$ cat config.mk
export PLATFORM = sky130hd
export DESIGN_NAME = register_scoreboard
export DESIGN_NICKNAME = d
export VERILOG_FILES = /design/src/rtl/register_scoreboard.sv
export SDC_FILE = /design/constraint.sdc
export NUM_CORES = 1
export LEC_CHECK = 0
export BUFFER_PORTS_ARGS = -buffer_cell sky130_fd_sc_hd__buf_4
export CAP_MARGIN = 10
export CORE_MARGIN = 1.5
export CORE_UTILIZATION = 40
export DETAILED_ROUTE_END_ITERATION = 10
export MAX_ROUTING_LAYER = met4
export PLACE_DENSITY_LB_ADDON = 0.2
export SETUP_SLACK_MARGIN = 0.1
export SKIP_CTS_REPAIR_TIMING = 1
export SLEW_MARGIN = 20
export SYNTH_ARGS = -nofsm -noshare
export SYNTH_HDL_FRONTEND = slang
export SYNTH_SLANG_ARGS = --single-unit
$ cat constraint.sdc
create_clock -name CLK -period 10.4 [get_ports CLK]
set_input_delay 0.52 -clock CLK [delete_from_list [all_inputs] [get_ports CLK]]
set_output_delay 0.52 -clock CLK [all_outputs]
set_load 0.005 [all_outputs]
$ cat src/rtl/register_scoreboard.sv
// Register scoreboard: per-register pending-write counters that gate instruction issue.
// Define SCOREBOARD_BYPASS_EN to let a same-cycle writeback release source and full stalls.
module register_scoreboard #(
   parameter int CNT_W = 2
) (
   input  logic               CLK,
   input  logic               nRST,
   input  logic               issue_valid,
   input  logic               issue_wen,
   input  logic [4:0]         issue_wsel,
   input  logic [4:0]         issue_rsel1,
   input  logic [4:0]         issue_rsel2,
   output logic               issue_stall,
   input  logic               wb_valid,
   input  logic [4:0]         wb_wsel,
   input  logic               flush,
   output logic [31:0]        busy,
   output logic [CNT_W+4:0]   outstanding,
   output logic               wb_err
);

   localparam logic [CNT_W-1:0] MAXP = '1;
   localparam logic [CNT_W-1:0] ONE  = CNT_W'(1);

   logic [CNT_W-1:0] cnt_q  [1:31];
   logic [CNT_W-1:0] cnt_d  [1:31];
   logic [CNT_W-1:0] cnt_rd [0:31];
   logic [31:0]      busy_q, busy_d;
   logic [CNT_W+4:0] outstanding_q, outstanding_d;
   logic             wb_err_q, wb_err_d;

   logic [CNT_W-1:0] cnt_r1, cnt_r2, cnt_w, cnt_wb;
   logic             src1_busy, src2_busy, dst_full;
   logic             accept, inc_en, dec_en;

   // Register 0 is never tracked; its read view is hard-wired to zero.
   assign cnt_rd[0] = '0;
   generate
      for (genvar gi = 1; gi < 32; gi++) begin : g_rd
         assign cnt_rd[gi] = cnt_q[gi];
      end
   endgenerate

   assign cnt_r1 = cnt_rd[issue_rsel1];
   assign cnt_r2 = cnt_rd[issue_rsel2];
   assign cnt_w  = cnt_rd[issue_wsel];
   assign cnt_wb = cnt_rd[wb_wsel];

`ifdef SCOREBOARD_BYPASS_EN
   // A writeback retiring the last pending write releases the dependent source this cycle.
   assign src1_busy = (cnt_r1 != '0) && !(wb_valid && (wb_wsel == issue_rsel1) && (cnt_r1 == ONE));
   assign src2_busy = (cnt_r2 != '0) && !(wb_valid && (wb_wsel == issue_rsel2) && (cnt_r2 == ONE));
   assign dst_full  = issue_wen && (issue_wsel != 5'd0) && (cnt_w == MAXP)
                      && !(wb_valid && (wb_wsel == issue_wsel));
`else
   assign src1_busy = (cnt_r1 != '0);
   assign src2_busy = (cnt_r2 != '0);
   assign dst_full  = issue_wen && (issue_wsel != 5'd0) && (cnt_w == MAXP);
`endif

   assign issue_stall = issue_valid && (src1_busy || src2_busy || dst_full);
   assign accept      = issue_valid && !issue_stall;
   assign inc_en      = accept && issue_wen && (issue_wsel != 5'd0);
   assign dec_en      = wb_valid && (wb_wsel != 5'd0) && (cnt_wb != '0);

   // Each counter sees at most one increment and one decrement; both together cancel.
   generate
      for (genvar gi = 1; gi < 32; gi++) begin : g_cnt
         logic inc, dec;
         assign inc = inc_en && (issue_wsel == 5'(gi));
         assign dec = dec_en && (wb_wsel == 5'(gi));
         always_comb begin
            cnt_d[gi] = cnt_q[gi];
            if (flush) begin
               cnt_d[gi] = '0;
            end else if (inc && !dec) begin
               cnt_d[gi] = cnt_q[gi] + ONE;
            end else if (dec && !inc) begin
               cnt_d[gi] = cnt_q[gi] - ONE;
            end
         end
         assign busy_d[gi] = (cnt_d[gi] != '0);
      end
   endgenerate

   assign busy_d[0] = 1'b0;

   always_comb begin
      outstanding_d = '0;
      for (int r = 1; r < 32; r++) begin
         outstanding_d = outstanding_d + (CNT_W+5)'(cnt_d[r]);
      end
   end

   assign wb_err_d = wb_err_q || (wb_valid && (wb_wsel != 5'd0) && (cnt_wb == '0));

   always_ff @(posedge CLK or negedge nRST) begin
      if (!nRST) begin
         for (int r = 1; r < 32; r++) begin
            cnt_q[r] <= '0;
         end
         busy_q        <= '0;
         outstanding_q <= '0;
         wb_err_q      <= 1'b0;
      end else begin
         for (int r = 1; r < 32; r++) begin
            cnt_q[r] <= cnt_d[r];
         end
         busy_q        <= busy_d;
         outstanding_q <= outstanding_d;
         wb_err_q      <= wb_err_d;
      end
   end

   assign busy        = busy_q;
   assign outstanding = outstanding_q;
   assign wb_err      = wb_err_q;

endmodule

==> summary.txt, run 1 <==
Die
  • Die area: between 20,000 and 25,000 um^2
  • Die X: 152 um
  • CORE AREA: 21,800 um^2
  • Die H: 152 um
  • Starting Density: 40.7%
  • Row count: between 50 and 60
  • Ports: 67

Power and ir drop
  • Switching pwr: roughly 270 uW
  • Int Power: 638 uW
  • Clk pwr share: 40.0%
  • Leak: 0.00413 uW
  • Cell Pwr Density: slightly above 90 nW/um^2
  • Switching share of power: 30.1%
  • Worst vdd ir: approximately 0.000073 V
  • Sequential power share: 43.9%
  • Logic pwr share: 16.1%

Layout
  • Inserted Diodes: 0
  • Register Area: between 2000 and 3000 um^2
  • Design area: 9810 um^2
  • Layout cells sized above 1: 15.5%
  • FILL cells: 2,151
  • Final net count: between 1,000 and 1,500
  • Multi-input gate area: 5790 um^2
  • Area growth syn-to-layout: 10.4%

Placed design
  • IO buf count: between 60 and 70
  • RD Place Congestion: around 0.97
  • Dpl hpwl: 22,800 um
  • Post-DP Area: 9510 um^2

Clock tree
  • Clock sink count: 101
  • H-tree depth: 3
  • Clk_lat worst skew: 370 ps
  • Root Driver: clkbuf_16
  • Total CTS buffers: 9
  • Clk pin slew, worst setup/hold paths: 80 ps
  • CTS tree: built
  • CTS max path bufs: 2

Critical path
  • CP dominant cell by count: fa_1
  • Slowest CP cell: nor2_1
  • CP Launch Type: register
  • CP Class: reg2reg
  • CP max FO: 19
  • Max stage delay on crit path: roughly 900 ps
  • Worst path required time: approximately 11,000 ps
  • CP endpoint kind: register
  • CP Buf/Inv Count: 5
  • CP top delay family: adder cells
  • Crit path arrival time: around 9000 ps

Synth
  • Syn Nets: 1,071
  • EDFF count, synth: 0
  • Synth Cell Area: 8890 um^2
  • Synth area leaders: dfrtp_1 (28%), fa_1 (13%), nor2_1 (4.6%), xnor2_1 (4.1%), mux4_2 (3.8%)
  • Mapped Avg Cell Area: 9.09 um^2
  • Area share of the largest cell type after synthesis: between 20% and 30%
  • Yosys top cell by area: dfrtp_1
  • Post-Synthesis Cells: between 900 and 1,000
  • Warnings, synthesis: 0
  • Synth Flop Type: dfrtp_1
  • Flops & latches, synth: 101
  • Yosys cell types: 84
  • Ys async rst share: 100%
  • Sequential area share after synthesis: between 20 and 30%

Routing
  • Vias per Instance: roughly 6
  • Drt drc: 0
  • First-pass DRT Iterations: 7
  • DRT iter0 DRCs: 755
  • Total wire length: 29,500 um
  • Final ANT Viol Nets: 0
  • Post-DR wirelength/cell: 22.9 um
  • Via count: 7,722

STA
  • Slew @ Worst Pin: approximately 1100 ps
  • Final-report hold violation count: 0
  • Max Slew Vio Count: 0
  • Max Clock Freq: 114 MHz
  • Clock Skew: between 10 and 15 ps
  • Endpoints failing setup: 0
  • Relative slew slack: 23.3%
  • Setup_tns: 0 ps
  • Final worst path period need: 8740 ps
  • RSZ-0062 raised after global routing: false
  • Final period util: 84.0%

Worst hold path
  • Worst Hold Class: in2async

GRT
  • First-pass GRT wire length: between 40,000 and 50,000 um
  • Largest net degree at the start of global routing: 56
  • GRT Overall Usage: 27.0%
  • Initial antenna violation count: 0
  • Vias in the first global route: 7,534
  • Total grt overflow: 0

Outcome
  • Outcome: finished, final reports clean

Job
  • Number of max-cap violations: 0
-- area by class of cell --
class                      count  share of cell area (%)
clock buffer                  12                    2.51
clock inverter                 4                   0.574
inverter                      77                    2.95
multi-input combinational    739                    59.1
sequential                   101                    25.8
tap                          280                    3.57
timing repair buffer          73                    5.59
-- power groups by stage --
| stage | Combinational [uW] | Clock [uW] | Sequential, uW |
|---|---|---|---|
| 5_1_grt | 159 | 387 | 401 |
| 3_5_place_dp | 145 | 0 | 408 |
| 2_1_floorplan | 91.2 | 0 | 407 |
| 4_1_cts | 146 | 369 | 401 |
| 3_3_place_gp | 145 | 0 | 408 |
| 6_report | 147 | 365 | 401 |
-- cells by family after synthesis --
kind of cell | share of synthesized area [%]
mux | 4.57
compound gates | 17.1
other cells | 0.0422
fa+ha+maj | 14.2
xor+xnor | 6.07
buf+inv | 6.47
flops | 28.4
simple gates | 23.1
-- path summary, 6_finish.rpt --
path | to | from | cells past startpoint | slack (ps)
max | outstanding[5]$_DFF_PN0_ | cnt_q[34]$_DFF_PN0_ | 25 | 1660
min | outstanding[4]$_DFF_PN0_ | nRST | 1 | 170
max reg2reg | outstanding[5]$_DFF_PN0_ | cnt_q[34]$_DFF_PN0_ | 25 | 1660
min reg2reg | wb_err$_DFF_PN0_ | wb_err$_DFF_PN0_ | 1 | 480
max in group asynchronous | cnt_q[7]$_DFF_PN0_ | nRST | 2 | 9030
min in group CLK | wb_err$_DFF_PN0_ | wb_valid | 3 | 430
-- synthesized netlist by cell type, types with 10 or more instances --
| library cell | instances |
|---|---|
| nor2b_1 | 25 |
| nand2_1 | 80 |
| ha_1 | 10 |
| dfrtp_1 | 101 |
| buf_2 | 19 |
| nand3_1 | 21 |
| o21ai_0 | 33 |
| o211ai_1 | 15 |
| inv_1 | 77 |
| xor2_1 | 17 |
| clkbuf_1 | 34 |
| nor3_1 | 32 |
| a211oi_1 | 18 |
| and2_1 | 19 |
| mux4_2 | 15 |
| xnor2_1 | 42 |
| fa_1 | 57 |
| nor3_2 | 22 |
| a21oi_1 | 29 |
| nor2_1 | 109 |
| nor4_1 | 14 |
-- metrics by stage --
step	worst slack, ps	power (uW)	hold slack [ps]	utilization (%)	instances
after global placement	1810	553	463	43.6	1270
after CTS	1730	915	201	45.0	1286
after floorplan	2940	498	224	-	978
after global routing	1190	947	235	45.0	1286
after detailed placement	1690	553	464	43.6	1270
final	1660	912	173	45.0	1286
-- layout by cell type (no fill, tap or decap), types with 21 or more instances in the layout --
cell type and count:
a21oi_1 29, dfrtp_1 101, nand3_1 21, nand2_1 80
nor3_2 22, nor2b_1 25, xnor2_1 42, nor2_1 109
nor3_1 32, inv_1 77, fa_1 57, o21ai_0 33
buf_4 73
-- flip-flops by register name (all words and copies together) (netlist names) --
signal	cells
wb_err	1
busy	31
cnt_q	62
outstanding	7
-- routing by layer --
| layer | up-vias | routed length (um) | part of all wire [%] | track usage, % |
|---|---|---|---|---|
| li1 | 3487 | - | - | - |
| met1 | 3807 | 12800 | 44 | 37.1 |
| met2 | 372 | 13100 | 44 | 39.3 |
| met3 | 56 | 2720 | 9.2 | 6.45 |
| met4 | 0 | 867 | 2.9 | 8.37 |
| met5 | - | 0 | 0 | - |
Note: power is estimated with default switching activity, not from simulation.
==> inputs of run 2 (changes only) <==
- ABC_AREA: default -> 1
- clock period: 10.4 -> 8.33 ns (I/O delays scaled with it)
==> summary.txt, run 2 <==
Outcome
  • Outcome: finished, final reports clean

STA
  • Final period util: 93.5% (+9.4 points)
  • Setup_tns: 0 ps (unchanged)
  • Max Clock Freq: 128 MHz (+12%)
  • Max Slew Vio Count: 0 (unchanged)
  • Relative slew slack: 36.5% (+13 points)
  • Slew @ Worst Pin: 947 ps (-200 ps)
  • Final-report hold violation count: 0 (unchanged)
  • Final worst path period need: 7790 ps (-953 ps)
  • Endpoints failing setup: 0 (unchanged)
  • Clock Skew: 12.4 ps (+0.0287 ps)
  • RSZ-0062 raised after global routing: false

Routing
  • Drt drc: 0 (unchanged)
  • Post-DR wirelength/cell: 19.4 um (-16%)
  • DRT iter0 DRCs: 818 (+8.3%)
  • First-pass DRT Iterations: 5 (-2)
  • Total wire length: 34,900 um (+18%)
  • Via count: 9,415 (+22%)
  • Final ANT Viol Nets: 0 (unchanged)
  • Vias per Instance: 5.22 (-13%)

Layout
  • Register Area: 2530 um^2 (unchanged)
  • Top reg by flops: cnt_q
  • Commonest non-fill, non-tap cell in the layout: nand2_1
  • Max reg flops: 62 (unchanged)
  • Commonest cells after routing, fill and taps aside: nand2_1 (509), inv_1 (271), nand3_1 (141), nor2_1 (127), dfrtp_1 (101)
  • Inserted Diodes: 0 (unchanged)
  • Area growth syn-to-layout: 13.2%
  • Multi-input gate area: 5540 um^2 (-4.4%)
  • Final net count: 1,607 (+47%)
  • Design area: 10,500 um^2 (+7.0%)
  • FILL cells: 2,420 (+13%)
  • Layout cells sized above 1: 9.08% (-6.4 points)

Synth
  • EDFF count, synth: 0 (unchanged)
  • Mapped Avg Cell Area: 6.46 um^2 (-29%)
  • Sequential area share after synthesis: 27.3% (-1.2 points)
  • Synth area leaders: dfrtp_1 (27%), nand2_1 (21%), fa_1 (12%), inv_1 (11%), nand3_1 (7.6%)
  • Synth Flop Type: dfrtp_1
  • Top-count cell post-synth: nand2_1
  • Ys async rst share: 100% (unchanged)
  • Area share of the largest cell type after synthesis: 27.3% (-1.2 points)
  • Post-Synthesis Cells: 1,436 (+47%)
  • Synth Cell Area: 9270 um^2 (+4.3%)
  • Syn Nets: 1,529 (+43%)
  • Flops & latches, synth: 101 (unchanged)
  • Most frequent cells after synthesis: nand2_1 (509), inv_1 (271), nand3_1 (141)
  • Yosys top cell by area: dfrtp_1
  • Yosys cell types: 36 (-57%)
  • Warnings, synthesis: 0 (unchanged)

Power and ir drop
  • Cell Pwr Density: 107 nW/um^2 (+15%)
  • Int Power: 785 uW (+23%)
  • Worst vdd ir: 0.0000771 V (+5.9%)
  • Clk pwr share: 39.3% (-0.7 points)
  • Switching share of power: 29.9% (-0.26 points)
  • Leak: 0.00636 uW (+54%)
  • Logic pwr share: 15.9% (-0.2 points)
  • Switching pwr: 334 uW (+22%)
  • Sequential power share: 44.9% (+1.0 points)

Placed design
  • IO buf count: 65 (unchanged)
  • RD Place Congestion: 1.02 (+5.0%)
  • Dpl hpwl: 28,900 um (+27%)
  • Post-DP Area: 10,200 um^2 (+7.2%)

Clock tree
  • Clk_lat worst skew: 360 ps (about the same)
  • Root Driver: clkbuf_16
  • Total CTS buffers: 9 (unchanged)
  • H-tree depth: 3 (unchanged)
  • CTS tree: built
  • Clock sink count: 101 (unchanged)
  • Clk pin slew, worst setup/hold paths: 80 ps (about the same)
  • CTS max path bufs: 2 (unchanged)

Critical path
  • CP endpoint kind: register
  • Worst path required time: 8620 ps (-2070 ps)
  • CP max FO: 17 (-2)
  • Max stage delay on crit path: 580 ps (-320 ps)
  • CP Buf/Inv Count: 6 (+1)
  • CP dominant cell by count: nand2_1
  • CP Class: reg2reg
  • Crit path arrival time: 8080 ps (-950 ps)
  • CP Launch Type: register
  • CP top delay family: adder cells
  • FF-to-FF path depth: 37 (+48%)
  • Worst reg2reg endpoint: outstanding[5]$_DFF_PN0_
  • Worst reg2reg startpoint: cnt_q[26]$_DFF_PN0_
  • Worst reg2reg setup slack: 540 ps (-1120 ps)
  • Slowest CP cell: fa_1

GRT
  • Met1 usage: 42.2% (+5.0 points)
  • GRT met2 Usage: 47.3% (+8.0 points)
  • GRT Overall Usage: 31.0% (+4.0 points)
  • Initial antenna violation count: 1 (+1)
  • Grt peak-use layer: met2
  • First-pass GRT wire length: 53,100 um (+15%)
  • M3 GR Usage: 3.90% (-2.5 points)
  • Vias in the first global route: 9,100 (+21%)
  • Largest net degree at the start of global routing: 63 (+13%)
  • Total grt overflow: 0 (unchanged)

Die
  • Die area: 24,100 um^2 (+4.2%)
  • Row count: 55 (+1.9%)
  • Ports: 67 (unchanged)
  • CORE AREA: 22,700 um^2 (+4.1%)
  • Die X: 155 um (+2.1%)
  • Starting Density: 40.8% (+0.10 points)
  • Die H: 155 um (+2.1%)

Job
  • Number of max-cap violations: 0 (unchanged)

Worst hold path
  • Worst Hold Class: in2async
==> run 2: cell count changes in the layout (fill, tap and decap cells not counted), moves of 19 or more <==
cell / change
and2_1: -19
nor3_2: -22
buf_4: +22
nor2b_1: -25
xnor2_1: -35
inv_1: +194
nand3_1: +120
nand4_1: +21
nor3_1: -26
nand2_1: +429
a21oi_1: -19
o21ai_0: +19
==> run 2: metrics by stage <==
step                      setup WS [ps]  hold WS [ps]  util (%)  power [uW]  instances
final                               544          33.2      46.2        1120       1804
after global routing                108          64.1      46.2        1170       1804
after CTS                           457          51.0      46.2        1130       1804
after detailed placement            302           442      44.9         687       1788
after global placement              424           440      44.9         686       1788
after floorplan                    1390           121         -         609       1436
==> run 2: cell type report <==
type	instances	area share, %
Sequential cell	101	24.1
Inverter	280	10.0
Multi-Input combinational cell	1026	52.8
Tap cell	285	3.40
Clock buffer	10	2.18
Clock inverter	6	0.584
Timing Repair Buffer	96	6.99
==> run 2: how the worst max path moves through the flow <==
stage / start / endpoint / slack [ps] / cells past startpoint
2_1_floorplan: issue_wsel[1] / outstanding[5]$_DFF_PN0_ / 1390 / 37
3_3_place_gp: issue_wsel[0] / outstanding[5]$_DFF_PN0_ / 420 / 35
3_5_place_dp: issue_wsel[0] / outstanding[5]$_DFF_PN0_ / 300 / 35
4_1_cts: cnt_q[22]$_DFF_PN0_ / outstanding[5]$_DFF_PN0_ / 460 / 37
5_1_grt: cnt_q[36]$_DFF_PN0_ / outstanding[5]$_DFF_PN0_ / 110 / 37
6_report: cnt_q[26]$_DFF_PN0_ / outstanding[5]$_DFF_PN0_ / 540 / 37
==> run 2: cells by family (layout without fill, tap and decap cells) <==
| kind of cell | Yosys count | in the layout | share of synthesized area [%] |
|---|---|---|---|
| AND/OR/NAND/NOR | 841 | 841 | 38.0 |
| buffers and inverters | 309 | 392 | 13.1 |
| flip-flops | 101 | 101 | 27.3 |
| AO/OA/AOI/OAI | 88 | 88 | 4.99 |
| adder cells (fa/ha/maj) | 67 | 67 | 13.7 |
| XOR/XNOR | 29 | 29 | 2.89 |
| other | 1 | 1 | 0.0404 |
==> run 2: metal layers <==
metal	wire (um)	up-vias	share of wire [%]
met1	15600	4453	45
met5	0	-	0
met2	15400	397	44
met3	2680	58	7.7
li1	-	4507	-
met4	1260	0	3.6
==> run 2: power by group through the flow <==
| stage | clock network [uW] | registers (uW) | logic (uW) |
|---|---|---|---|
| finish | 439 | 502 | 177 |
| global placement | 0 | 512 | 175 |
| CTS | 448 | 502 | 176 |
| global route | 466 | 503 | 197 |
| floorplan | 0 | 511 | 97.6 |
| detailed placement | 0 | 512 | 175 |
==> inputs of run 3 (changes only) <==
- CTS_BUF_LIST: default -> sky130_fd_sc_hd__clkbuf_16
- PLACE_DENSITY: default -> 0.65
- PLACE_DENSITY_LB_ADDON: 0.2 -> default
- TNS_END_PERCENT: default -> 1
==> summary.txt, run 3 (same netlist as run 2, synthesis figures left out) <==
Critical path
  • FF-to-FF path depth: 34 (-8.1%)
  • CP Launch Type: register
  • CP Buf/Inv Count: 7 (+1)
  • CP endpoint kind: register
  • CP startpoint: cnt_q[16]$_DFF_PN0_
  • Max stage delay on crit path: 550 ps (-30 ps)
  • Worst reg2reg setup slack: 600 ps (+50 ps)
  • Crit path arrival time: 8020 ps (-60 ps)
  • CP top delay family: adder cells
  • Worst reg2reg startpoint: cnt_q[16]$_DFF_PN0_
  • CP Class: reg2reg
  • Worst path required time: 8610 ps (about the same)
  • CP max FO: 7 (-10)
  • CP dominant cell by count: fa_1
  • Slowest CP cell: fa_1
  • Worst reg2reg endpoint: outstanding[5]$_DFF_PN0_

Die
  • Die H: 155 um (unchanged)
  • Die X: 155 um (unchanged)
  • Starting Density: 40.8% (unchanged)
  • Die area: 24,100 um^2 (unchanged)
  • CORE AREA: 22,700 um^2 (unchanged)
  • Ports: 67 (unchanged)
  • Row count: 55 (unchanged)

Layout
  • Top reg by flops: cnt_q
  • Inserted Diodes: 0 (unchanged)
  • Max reg flops: 62 (unchanged)
  • Commonest non-fill, non-tap cell in the layout: nand2_1
  • Final net count: 1,603 (-0.25%)
  • FILL cells: 2,447 (+1.1%)
  • Fin cells: 1,798 (-0.33%)
  • Area growth syn-to-layout: 12.9%
  • Commonest cells after routing, fill and taps aside: nand2_1 (509), inv_1 (272), nand3_1 (141), nor2_1 (123), dfrtp_1 (101)
  • Design area: 10,500 um^2 (-0.29%)
  • Layout cells sized above 1: 8.99% (-0.096 points)

Clock tree
  • CTS tree: built
  • CTS max path bufs: 2 (unchanged)
  • Root Driver: clkbuf_16
  • Clk pin slew, worst setup/hold paths: 70 ps (about the same)
  • Clock sink count: 101 (unchanged)
  • Total CTS buffers: 9 (unchanged)
  • Clk_lat worst skew: 360 ps (about the same)
  • H-tree depth: 3 (unchanged)

GRT
  • Total grt overflow: 0 (unchanged)
  • Vias in the first global route: 9,018 (-0.90%)
  • Largest net degree at the start of global routing: 60 (-4.8%)
  • GRT Overall Usage: 31.2% (+0.21 points)
  • First-pass GRT wire length: 53,800 um (+1.3%)
  • Initial antenna violation count: 0 (-1)

Routing
  • Post-DR wirelength/cell: 19.5 um (+0.90%)
  • Via count: 9,371 (-0.47%)
  • Final ANT Viol Nets: 0 (unchanged)
  • Vias per Instance: 5.21 (-0.14%)
  • DRT iter0 DRCs: 978 (+20%)
  • Total wire length: 35,100 um (+0.56%)
  • Drt drc: 0 (unchanged)
  • First-pass DRT Iterations: 6 (+1)

Worst hold path
  • Worst Hold Class: in2async

Placed design
  • RD Place Congestion: 1.03 (+1.7%)
  • Dpl hpwl: 28,700 um (-0.62%)
  • Post-DP Area: 10,100 um^2 (-0.93%)
  • Dpl cells: 1,777 (-0.62%)
  • IO buf count: 65 (unchanged)

Power and ir drop
  • Logic pwr share: 16.3% (+0.4 points)
  • Switching pwr: 326 uW (-2.5%)
  • Clk pwr share: 38.3% (-1.0 points)
  • Switching share of power: 29.4% (-0.42 points)
  • Cell Pwr Density: 106 nW/um^2 (-0.79%)
  • Int Power: 781 uW (-0.48%)
  • Worst vdd ir: 0.0000843 V (+9.4%)
  • Leak: 0.00634 uW (-0.26%)
  • Sequential power share: 45.4% (+0.5 points)

STA
  • Endpoints failing setup: 0 (unchanged)
  • Final-report hold violation count: 0 (unchanged)
  • Setup_tns: 0 ps (unchanged)
  • Clock Skew: 14.8 ps (+2.40 ps)
  • Relative slew slack: 33.6% (-2.9 points)
  • Max Clock Freq: 129 MHz (+0.66%)
  • Slew @ Worst Pin: 991 ps (+43.9 ps)
  • RSZ-0062 raised after global routing: false
  • Final period util: 92.9% (-0.62 points)
  • Max Slew Vio Count: 0 (unchanged)
  • Final worst path period need: 7730 ps (-51.3 ps)

Job
  • Number of max-cap violations: 0 (unchanged)

Outcome
  • Outcome: finished, final reports clean
-- run 3: how the worst max path moves through the flow --
stage	end	cells after the start
2_1_floorplan	outstanding[5]$_DFF_PN0_	37
3_3_place_gp	outstanding[5]$_DFF_PN0_	34
3_5_place_dp	outstanding[5]$_DFF_PN0_	34
4_1_cts	outstanding[5]$_DFF_PN0_	37
5_1_grt	outstanding[5]$_DFF_PN0_	37
6_report	outstanding[5]$_DFF_PN0_	34
-- run 3: worst reg2reg max path: cells and delay by family, from the launching register on --
family,cells,cell delay (ps)
adder cells (fa/ha/maj),9,4200
AO/OA/AOI/OAI,4,480
buffers and inverters,7,550
flip-flops,1,520
AND/OR/NAND/NOR,13,1760
XOR/XNOR,1,120
-- run 3: power by group through the flow --
stage,logic [uW],registers [uW],clock network (uW)
6_report,180,502,424
5_1_grt,200,503,448
4_1_cts,176,502,435
3_5_place_dp,176,512,0
3_3_place_gp,176,512,0
2_1_floorplan,97.6,511,0
-- run 3: per-stage QoR --
| stage | setup WS (ps) | power (uW) | hold slack, ps | util (%) |
|---|---|---|---|---|
| floorplan | 1390 | 609 | 121 | - |
| global route | 105 | 1150 | 109 | 46.1 |
| finish | 595 | 1110 | 58.4 | 46.1 |
| global placement | 236 | 688 | 447 | 44.5 |
| detailed placement | 214 | 688 | 460 | 44.5 |
| CTS | 485 | 1110 | 76.9 | 45.7 |
-- run 3: layer usage --
layer	track usage (%)	share of wire, %	vias to the layer above	routed length (um)
met5	-	0	-	0
met4	7.85	2.3	0	805
met3	4.04	8.0	39	2810
met2	49.3	46	393	16100
met1	42.6	44	4440	15400
li1	-	-	4499	-
-- run 3: area by class of cell --
class | instances | area, um^2 | share of cell area [%]
Timing Repair Buffer | 92 | 703 | 6.72
Clock buffer | 9 | 225 | 2.15
Multi-Input combinational cell | 1026 | 5550 | 53.0
Clock inverter | 5 | 55.1 | 0.526
Sequential cell | 101 | 2530 | 24.1
Inverter | 280 | 1050 | 10.0
Tap cell | 285 | 357 | 3.41
